**src/rtl/unload_fifo_pkg.sv**
```systemverilog
// Shared definitions for the FIFO-to-RAM unloader: FSM encodings, bus widths
// and the default pad byte used to complete an odd-length transfer.
package unload_fifo_pkg;

    localparam int RAM_DW = 16;
    localparam int RAM_AW = 8;

    localparam logic [2:0] S_IDLE  = 3'd0;
    localparam logic [2:0] S_REQ   = 3'd1;
    localparam logic [2:0] S_WAIT  = 3'd2;
    localparam logic [2:0] S_WRITE = 3'd3;
    localparam logic [2:0] S_DONE  = 3'd4;

    localparam logic [7:0] PAD_BYTE_DEFAULT = 8'h00;

    typedef logic [RAM_AW-1:0] ram_addr_t;
    typedef logic [RAM_DW-1:0] ram_word_t;

endpackage

```
**src/rtl/unload_fifo_to_ram_packer.sv**
```systemverilog
// Byte-pair packer: holds the high byte and the byte-select flag, and
// presents a big-endian 16-bit word with a one-cycle word_ready strobe.
module byte_pair_packer
    import unload_fifo_pkg::*;
#(
    parameter logic [7:0] PAD_BYTE = PAD_BYTE_DEFAULT
) (
    input  logic        clk,
    input  logic        reset,
    input  logic        clear,
    input  logic        load,
    input  logic        flush,
    input  logic [7:0]  data_in,
    output logic        byte_sel,
    output ram_word_t   word,
    output logic        word_ready
);

    logic [7:0] hi_q, hi_d;
    logic       byte_sel_q, byte_sel_d;

    always_comb begin
        hi_d       = hi_q;
        byte_sel_d = byte_sel_q;
        if (clear) begin
            hi_d       = 8'h00;
            byte_sel_d = 1'b0;
        end else if (flush) begin
            byte_sel_d = 1'b0;
        end else if (load) begin
            if (!byte_sel_q) begin
                hi_d       = data_in;
                byte_sel_d = 1'b1;
            end else begin
                byte_sel_d = 1'b0;
            end
        end
    end

    always_ff @(posedge clk) begin
        if (reset) begin
            hi_q       <= 8'h00;
            byte_sel_q <= 1'b0;
        end else begin
            hi_q       <= hi_d;
            byte_sel_q <= byte_sel_d;
        end
    end

    // A flush completes an odd-length transfer with the pad byte as low byte.
    assign word       = flush ? {hi_q, PAD_BYTE} : {hi_q, data_in};
    assign word_ready = flush | (load & byte_sel_q);
    assign byte_sel   = byte_sel_q;

endmodule

```
**src/rtl/unload_fifo_to_ram.sv**
```systemverilog
// Drains n_reads bytes from a one-cycle-latency FIFO, packs them big-endian
// into 16-bit words and writes them to consecutive RAM addresses.
module unload_fifo_to_ram
    import unload_fifo_pkg::*;
#(
    parameter logic [7:0] BASE_ADDR = 8'h00,
    parameter logic [7:0] PAD_BYTE  = PAD_BYTE_DEFAULT
) (
    input  logic              clk,
    input  logic              reset,
    input  logic              start,
    input  logic [7:0]        n_reads,
    output logic              done,
    output logic              error,
    input  logic [7:0]        fifo_data_in,
    output logic              fifo_rd_en,
    input  logic              fifo_empty,
    input  logic              fifo_valid,
    input  logic              fifo_underflow,
    output logic [RAM_AW-1:0] ram_addr,
    output logic [RAM_DW-1:0] ram_data,
    output logic              ram_we
);

    logic [2:0] state_q, state_d;
    logic [7:0] remaining_q, remaining_d;
    ram_addr_t  addr_q, addr_d;
    ram_word_t  data_q, data_d;
    logic       error_q, error_d;

    logic       pk_clear, pk_load, pk_flush;
    logic       pk_byte_sel, pk_word_ready;
    ram_word_t  pk_word;

    byte_pair_packer #(
        .PAD_BYTE (PAD_BYTE)
    ) u_packer (
        .clk        (clk),
        .reset      (reset),
        .clear      (pk_clear),
        .load       (pk_load),
        .flush      (pk_flush),
        .data_in    (fifo_data_in),
        .byte_sel   (pk_byte_sel),
        .word       (pk_word),
        .word_ready (pk_word_ready)
    );

    always_comb begin
        state_d     = state_q;
        remaining_d = remaining_q;
        addr_d      = addr_q;
        error_d     = error_q;
        pk_clear    = 1'b0;
        pk_load     = 1'b0;
        pk_flush    = 1'b0;

        case (state_q)
            S_IDLE: begin
                if (start) begin
                    remaining_d = n_reads;
                    addr_d      = BASE_ADDR;
                    error_d     = 1'b0;
                    pk_clear    = 1'b1;
                    state_d     = (n_reads == 8'd0) ? S_DONE : S_REQ;
                end
            end
            S_REQ: begin
                if (remaining_q != 8'd0) begin
                    if (!fifo_empty) begin
                        state_d = S_WAIT;
                    end
                end else if (pk_byte_sel) begin
                    pk_flush = 1'b1;
                    state_d  = S_WRITE;
                end else begin
                    state_d = S_DONE;
                end
            end
            S_WAIT: begin
                if (fifo_valid) begin
                    pk_load     = 1'b1;
                    remaining_d = (remaining_q != 8'd0) ? remaining_q - 8'd1 : 8'd0;
                    state_d     = pk_byte_sel ? S_WRITE : S_REQ;
                end else begin
                    error_d = 1'b1;
                    state_d = S_DONE;
                end
            end
            S_WRITE: begin
                addr_d  = addr_q + 8'd1;
                state_d = (remaining_q != 8'd0) ? S_REQ : S_DONE;
            end
            S_DONE: begin
                if (!start) begin
                    state_d = S_IDLE;
                end
            end
            default: state_d = S_IDLE;
        endcase

        // Underflow aborts the transfer from any busy state; a half-built word is dropped.
        if (fifo_underflow && (state_q != S_IDLE)) begin
            state_d     = S_DONE;
            error_d     = 1'b1;
            remaining_d = remaining_q;
            addr_d      = addr_q;
            pk_load     = 1'b0;
            pk_flush    = 1'b0;
        end
    end

    always_comb begin
        data_d = data_q;
        if (pk_word_ready) begin
            data_d = pk_word;
        end
    end

    always_ff @(posedge clk) begin
        if (reset) begin
            state_q     <= S_IDLE;
            remaining_q <= 8'd0;
            addr_q      <= BASE_ADDR;
            data_q      <= '0;
            error_q     <= 1'b0;
        end else begin
            state_q     <= state_d;
            remaining_q <= remaining_d;
            addr_q      <= addr_d;
            data_q      <= data_d;
            error_q     <= error_d;
        end
    end

    assign fifo_rd_en = (state_q == S_REQ) & ~fifo_empty & (remaining_q != 8'd0);
    assign ram_we     = (state_q == S_WRITE);
    assign done       = (state_q == S_DONE);
    assign error      = error_q;
    assign ram_addr   = addr_q;
    assign ram_data   = data_q;

endmodule

```
**config.mk**
```make
export PLATFORM = sky130hd
export DESIGN_NAME = unload_fifo_to_ram
export DESIGN_NICKNAME = d
export VERILOG_FILES = /design/src/rtl/unload_fifo_pkg.sv /design/src/rtl/unload_fifo_to_ram_packer.sv /design/src/rtl/unload_fifo_to_ram.sv
export SDC_FILE = /design/constraint.sdc
export NUM_CORES = 1
export LEC_CHECK = 0
export BUFFER_PORTS_ARGS = -buffer_cell sky130_fd_sc_hd__buf_4
export CORE_MARGIN = 10
export CORE_UTILIZATION = 31
export CTS_CLUSTER_SIZE = 28
export DETAILED_ROUTE_END_ITERATION = 10
export SLEW_MARGIN = 20
export SYNTH_ARGS = -nofsm -noshare
export SYNTH_HDL_FRONTEND = slang
export SYNTH_HIERARCHICAL = 1
export SYNTH_SLANG_ARGS = --single-unit
```
**constraint.sdc**
```tcl
create_clock -name clk -period 5.4 [get_ports clk]
set_clock_uncertainty 0.1 [all_clocks]
set_input_delay 0.81 -clock clk [delete_from_list [all_inputs] [get_ports clk]]
set_output_delay 0.81 -clock clk [all_outputs]
set_load 0.02 [all_outputs]
```
# Word-level counts from Yosys, hierarchy flattened
# Index checks and enable logic that the tools add are counted.
[op_classes]
addsub = 2
eq_ne = 12
n_mux = 32
bitwise = 8
reduce_logical = 17
[op_table]
columns = ["operator", "count"]
rows = [
  ["two-way mux 8 bit", 5],
  ["case mux 8 bit (2 select lines)", 2],
  ["two-way mux 3 bit", 9],
  ["case mux 3 bit (5 select lines)", 1],
  ["AND reduction 3 bit", 5],
  ["two-way mux 1 bit", 13],
  ["inequality test 3 bit, second input constant", 3],
  ["adder 8 x 1 -> 8 bit, second input constant", 1],
  ["zero test 8 bit", 1],
  ["nonzero test 8 bit", 1],
  ["subtractor 8 x 1 -> 8 bit, second input constant", 1],
  ["== test 3 x 2 -> 1 bit, second input constant", 2],
  ["inequality test 2 bit, second input constant", 3],
  ["nonzero test 3 bit", 2],
  ["inequality test 4 bit, second input constant", 1],
  ["inverter 1 bit", 4],
  ["AND reduction 4 bit", 1],
  ["nonzero test 2 bit", 2],
  ["OR reduction 2 bit", 2],
  ["AND 1 bit", 3],
  ["== test 3 x 1 -> 1 bit, second input constant", 1],
  ["== test 3 bit, second input constant", 1],
  ["zero test 3 bit", 1],
  ["inequality test 3 x 2 -> 1 bit, second input constant", 1],
  ["5 further kinds", 5],
]
[word_totals]
ff_bits = 45
in_bits = 22
output_inout_bits = 28
wordCells = 79

# Depth between registers and ports, before layout
[depth]
ltp_word = 6
mapped_depth = 11
depth_no_buf = 8

# Modules after synthesis
# The synthesis kept the hierarchy.
[by_module_without_submodules]
columns = ["mod", "instances", "cells_per_inst", "area_each_um2", "seq_area_each_um2"]
rows = [
  ["unload_fifo_to_ram", 1, 222, 1919.3, 720.7],
  ["byte_pair_packer", 1, 50, 506.7, 180.2],
]

# Worst setup path before layout
# OpenSTA, ideal clock, no wires.
[synth_timing]
path_kind = "reg-to-reg"
start = "reg remaining_q[0]"
end = "reg data_q[6], in the netlist ram_data[6]"
setup_time_ns = 0.128
t_arrival_ns = 3.188
required_ns = 5.172
slack_ns = 1.985
stages_incl_launch_ff = 12
path_buffers = 3
period_less_slack_ns = 3.415
cell_sequence = "dfxtp_1 -> inv_1 -> ha_1 -> nor3b_1 -> nand2_1 -> nor4b_1 -> clkbuf_1 -> a21o_2 -> clkbuf_1 -> clkbuf_1 -> mux2i_1 -> nor2_1"
[synth_via]
elab_chain_len = 5
elab_cells_between_ends = 6
cone_classes = "4 x mux; 1 x bitwise; 1 x reduce/logical"
[synth_lines]
columns = ["element", "line", "source"]
rows = [
  ["start, declared", "unload_fifo_to_ram.sv:26", "logic [7:0] remaining_q, remaining_d;"],
  ["start signal, assigned", "unload_fifo_to_ram.sv:129", "remaining_q <= remaining_d;"],
  ["nonzero test 8 bit", "unload_fifo_to_ram.sv:69", "if (remaining_q != 8'd0) begin"],
  ["two-way mux 1 bit", "unload_fifo_to_ram.sv:69", ""],
  ["two-way mux 1 bit", "unload_fifo_to_ram.sv:58", "case (state_q)"],
  ["two-way mux 1 bit", "unload_fifo_to_ram.sv:103", "if (fifo_underflow && (state_q != S_IDLE)) begin"],
  ["named net pk_flush", "unload_fifo_to_ram.sv:31", "logic pk_clear, pk_load, pk_flush;"],
  ["OR 1 bit", "unload_fifo_to_ram_packer.sv:52", "assign word_ready = flush | (load & byte_sel_q);"],
  ["named net pk_word_ready", "unload_fifo_to_ram.sv:32", "logic pk_byte_sel, pk_word_ready;"],
  ["end signal, assigned", "unload_fifo_to_ram.sv:131", "data_q <= data_d;"],
  ["end, declared", "unload_fifo_to_ram.sv:28", "ram_word_t data_q, data_d;"],
]
# The timed path passes the listed nets, and every way through them passes these cells.
# A chain may end at the register's enable or synchronous reset.

# Final worst setup path
[layout_timing]
start = "reg remaining_q[0]"
end = "reg data_q[10], in the netlist ram_data[10]"
# Same word-level chain as after synthesis.

==> PnR_summary.wiki <==
{| class="wikitable"
! Metric !! Value
|-
| Outcome || finished clean
|-
| Antenna violation net count after detailed routing || 0
|-
| First-pass DRT Iterations || 4
|-
| Max-slew violation total from the final report || 0
|-
| Accumulated negative setup slack || 0 ps
|-
| Worst path required time || 5480 ps
|-
| Wire length of the first global-routing pass || 10.1 mm
|-
| Async set-reset flop share out of synthesis || 0
|-
| Start of the worst register-to-register path || remaining_q[0]$_SDFFE_PP0P_
|-
| Setup CP Type || flip-flop to flip-flop
|-
| Most common cell after layout, fill and taps aside || sky130_fd_sc_hd__buf_4
|-
| Register area share after synthesis || 0.371
|-
| Die width || 108 um
|-
| Clock edge transition at the registers on the reported setup and hold paths || 100 ps
|-
| Proportion of synthesized area in mux cells || 0.111
|-
| Seq cells post-synth || 45
|-
| Series of cell instances along the critical path || inv_1 -> ha_1 -> nor3b_1 -> nand2_1 -> nor4b_4 -> a21o_2 -> mux2i_1 -> nor2_1
|-
| Average wire per cell in the routed design || 14.8 um
|-
| Dominant combinational cell family by area after synthesis || simple AND/OR/NAND/NOR gates
|-
| Yosys warnings || 6
|-
| Compound-cell area share of the yosys netlist || 0.149
|-
| Type of element capturing the critical path || flip-flop
|-
| CP max stage delay || 680 ps
|-
| Leakage || 1.10 nW
|-
| Hold Buf Count CTS || 0
|-
| Number of nets at the end of the flow || 332
|-
| Buffer levels on the longest clock path || 2
|-
| Final critical-path required period || 3110 ps
|-
| Data arrival time of the critical path || 3200 ps
|-
| Maximum fanout encountered on the critical timing path || 16
|-
| Start point of the worst min-delay path || error$_SDFFE_PP0P_
|-
| Number of placement rows || 32
|-
| RSZ-0062 raised after global routing || false
|-
| Simple-gate share of the synthesized area || 0.286
|-
| Vertical extent of the die || 108 um
|-
| Synth Area per Inst || 8.92 um2
|-
| Worst-case hold slack || 380 ps
|-
| Top-area cell type share of the netlist area || 0.371
|-
| Aggregate routed wire length || 6.08 mm
|-
| Number of vias per cell || 5.12
|-
| Top cell type by total area after synthesis || sky130_fd_sc_hd__dfxtp_1
|-
| Commonest non-fill, non-tap cells in the layout || sky130_fd_sc_hd__buf_4 (50), sky130_fd_sc_hd__dfxtp_1 (45), sky130_fd_sc_hd__nor2_1 (35)
|-
| Number of gates given a new drive strength after cts || 0
|-
| Final weighted congestion in routability-driven placement || 0.856
|-
| Parity-gate share of the synthesized area counting xor and xnor cells || 0.0181
|-
| Critical Path Start || remaining_q[0]$_SDFFE_PP0P_
|-
| Global-route congestion overflow total || 0
|-
| DRC || 0
|-
| Slew at the pin with the worst max-slew slack || 718 ps
|-
| Total half-perimeter wirelength after legalization and detailed placement || 4.32 mm
|-
| Initial antenna violation count || 0
|-
| Total power per unit cell area || 257 nW/um2
|-
| Number of setup violations in the final report || 0
|-
| Inserted Diodes || 0
|-
| Pin count of the biggest net entering global routing || 49
|-
| CTS tree || yes
|-
| Adder-cell share of the synthesized area || 0.0103
|-
| Kind of launch point of the worst setup path || flip-flop
|-
| VDD IR-drop max || 0.0895 mV
|-
| Num Clock Sinks || 45
|-
| Number of library cell types mapped by synthesis || 55
|-
| Number of H-tree branching levels || 2
|-
| Final count of hold timing violations || 0
|-
| Post-Synthesis Cell Area || 2430 um2
|-
| GRT Total Usage || 0.104
|-
| Proportion of layout cells with a drive suffix above 1 || 0.249
|-
| Net Count, Synth || 296
|-
| Floorplan core area || 7690 um2
|-
| # IOs || 50
|-
| Slew HR || 0.518
|-
| Area added between synthesis and finish || 22.1%
|-
| Cell types with the largest area share after synthesis || sky130_fd_sc_hd__dfxtp_1 (37%), sky130_fd_sc_hd__mux2i_1 (7.4%), sky130_fd_sc_hd__nor3b_1 (6.5%)
|-
| Count of maximum capacitance violations || 0
|-
| Die area || 11800 um2
|-
| Clock network latency to the later pin of the worst-skew pair || 300 ps
|-
| Worst-case register-to-register setup slack || 2290 ps
|-
| DR vias || 2105
|-
| Number of DRC markers in iteration 0 || 109
|-
| Root cell of the clock tree || sky130_fd_sc_hd__clkbuf_8
|-
| Prevailing post-synth register cell || sky130_fd_sc_hd__dfxtp_1
|-
| Final critical-path share of the clock period || 0.577
|-
| Maximum achievable frequency || 0.321 GHz
|-
| Master of the slowest instance on the critical path || sky130_fd_sc_hd__nor4b_4
|-
| Effective utilization at floorplan || 0.316
|-
| Vias in the first global route || 2104
|-
| Cts bufs inserted || 5
|-
| Post-CTS setup buffers || 0
|-
| Worst min path class || flip-flop to flip-flop
|-
| Number of enable flip-flop cells after synthesis || 0
|-
| Instance count of the mapped netlist || 272
|-
| Count of buffers inserted at the top-level ports || 49
|}
[state kept, by name, summed over array words and instances (netlist names)]
register	cells
error	1
ram_addr	8
ram_data	16
remaining_q	8
state_q	3
u_packer/byte_sel	1
u_packer/hi_q	8
[worst max-delay path: cells and delay by family, from the launching register on]
kind	cells	cell delay [ps]
multiplexers	1	240
AND/OR/NAND/NOR	4	1430
adder cells (fa/ha/maj)	1	280
AO/OA/AOI/OAI	1	510
buffers and inverters	1	100
flip-flops	1	330
[logic make-up (layout without fill, tap and decap cells)]
family,Yosys count,in the layout
and+or+nand+nor,114,114
AOI/OAI and AO/OA,51,51
DFF,45,45
buffers and inverters,29,66
muxes,26,26
xor gates and xnor gates,5,5
adders and majority gates,2,2
[final cells by class]
type                       instances  area [um2]
clock inverter                     3        50.0
timing repair buffer              50         375
multi-input combinational        198        1410
clock buffer                       5        68.8
inverter                           8        30.0
sequential                        45         901
fill                             800        4720
tap                              102         128
[stage by stage]
stage,setup slack [ps],cell area [um2],std cells,power [mW],util
floorplan,1980,2430,272,0.458,-
global placement,2180,2840,403,0.496,0.369
detailed placement,2060,2840,403,0.497,0.369
CTS,2010,2950,411,0.771,0.384
global route,1970,2960,411,0.802,0.385
finish,2290,2960,411,0.761,0.385
[synth_stat cells, types with 4 or more instances]
library cell	count
sky130_fd_sc_hd__nand2_1	7
sky130_fd_sc_hd__mux2i_1	18
sky130_fd_sc_hd__clkbuf_1	13
sky130_fd_sc_hd__inv_1	8
sky130_fd_sc_hd__a2111oi_0	4
sky130_fd_sc_hd__buf_2	5
sky130_fd_sc_hd__nor2_1	35
sky130_fd_sc_hd__a21oi_1	13
sky130_fd_sc_hd__a211oi_1	4
sky130_fd_sc_hd__nor3b_1	21
sky130_fd_sc_hd__mux2_2	8
sky130_fd_sc_hd__nor2b_1	12
sky130_fd_sc_hd__o21ai_0	6
sky130_fd_sc_hd__xnor2_1	5
sky130_fd_sc_hd__nand3b_1	5
sky130_fd_sc_hd__dfxtp_1	45
[path summary, 6_finish.rpt]
check / endpoint / cells after the start
setup / recovery: ram_data[10]$_SDFFE_PP0P_ / 8
hold / removal: error$_SDFFE_PP0P_ / 2
setup reg to reg: ram_data[10]$_SDFFE_PP0P_ / 8
hold reg to reg: error$_SDFFE_PP0P_ / 2
[metal layers]
metal  track usage  share of wire
met5             0              0
met4        0.0330         0.0072
met3        0.0416          0.074
met2         0.162           0.45
met1         0.128           0.47
[power breakdown]
| part | total [mW] | switching [mW] | leakage, nW | internal, mW |
|---|---|---|---|---|
| Sequential | 0.359 | 0.0176 | 0.364 | 0.341 |
| Combinational | 0.133 | 0.0767 | 0.678 | 0.0566 |
| Clock | 0.269 | 0.127 | 0.0603 | 0.142 |
Power figures use the tool's default switching activity.
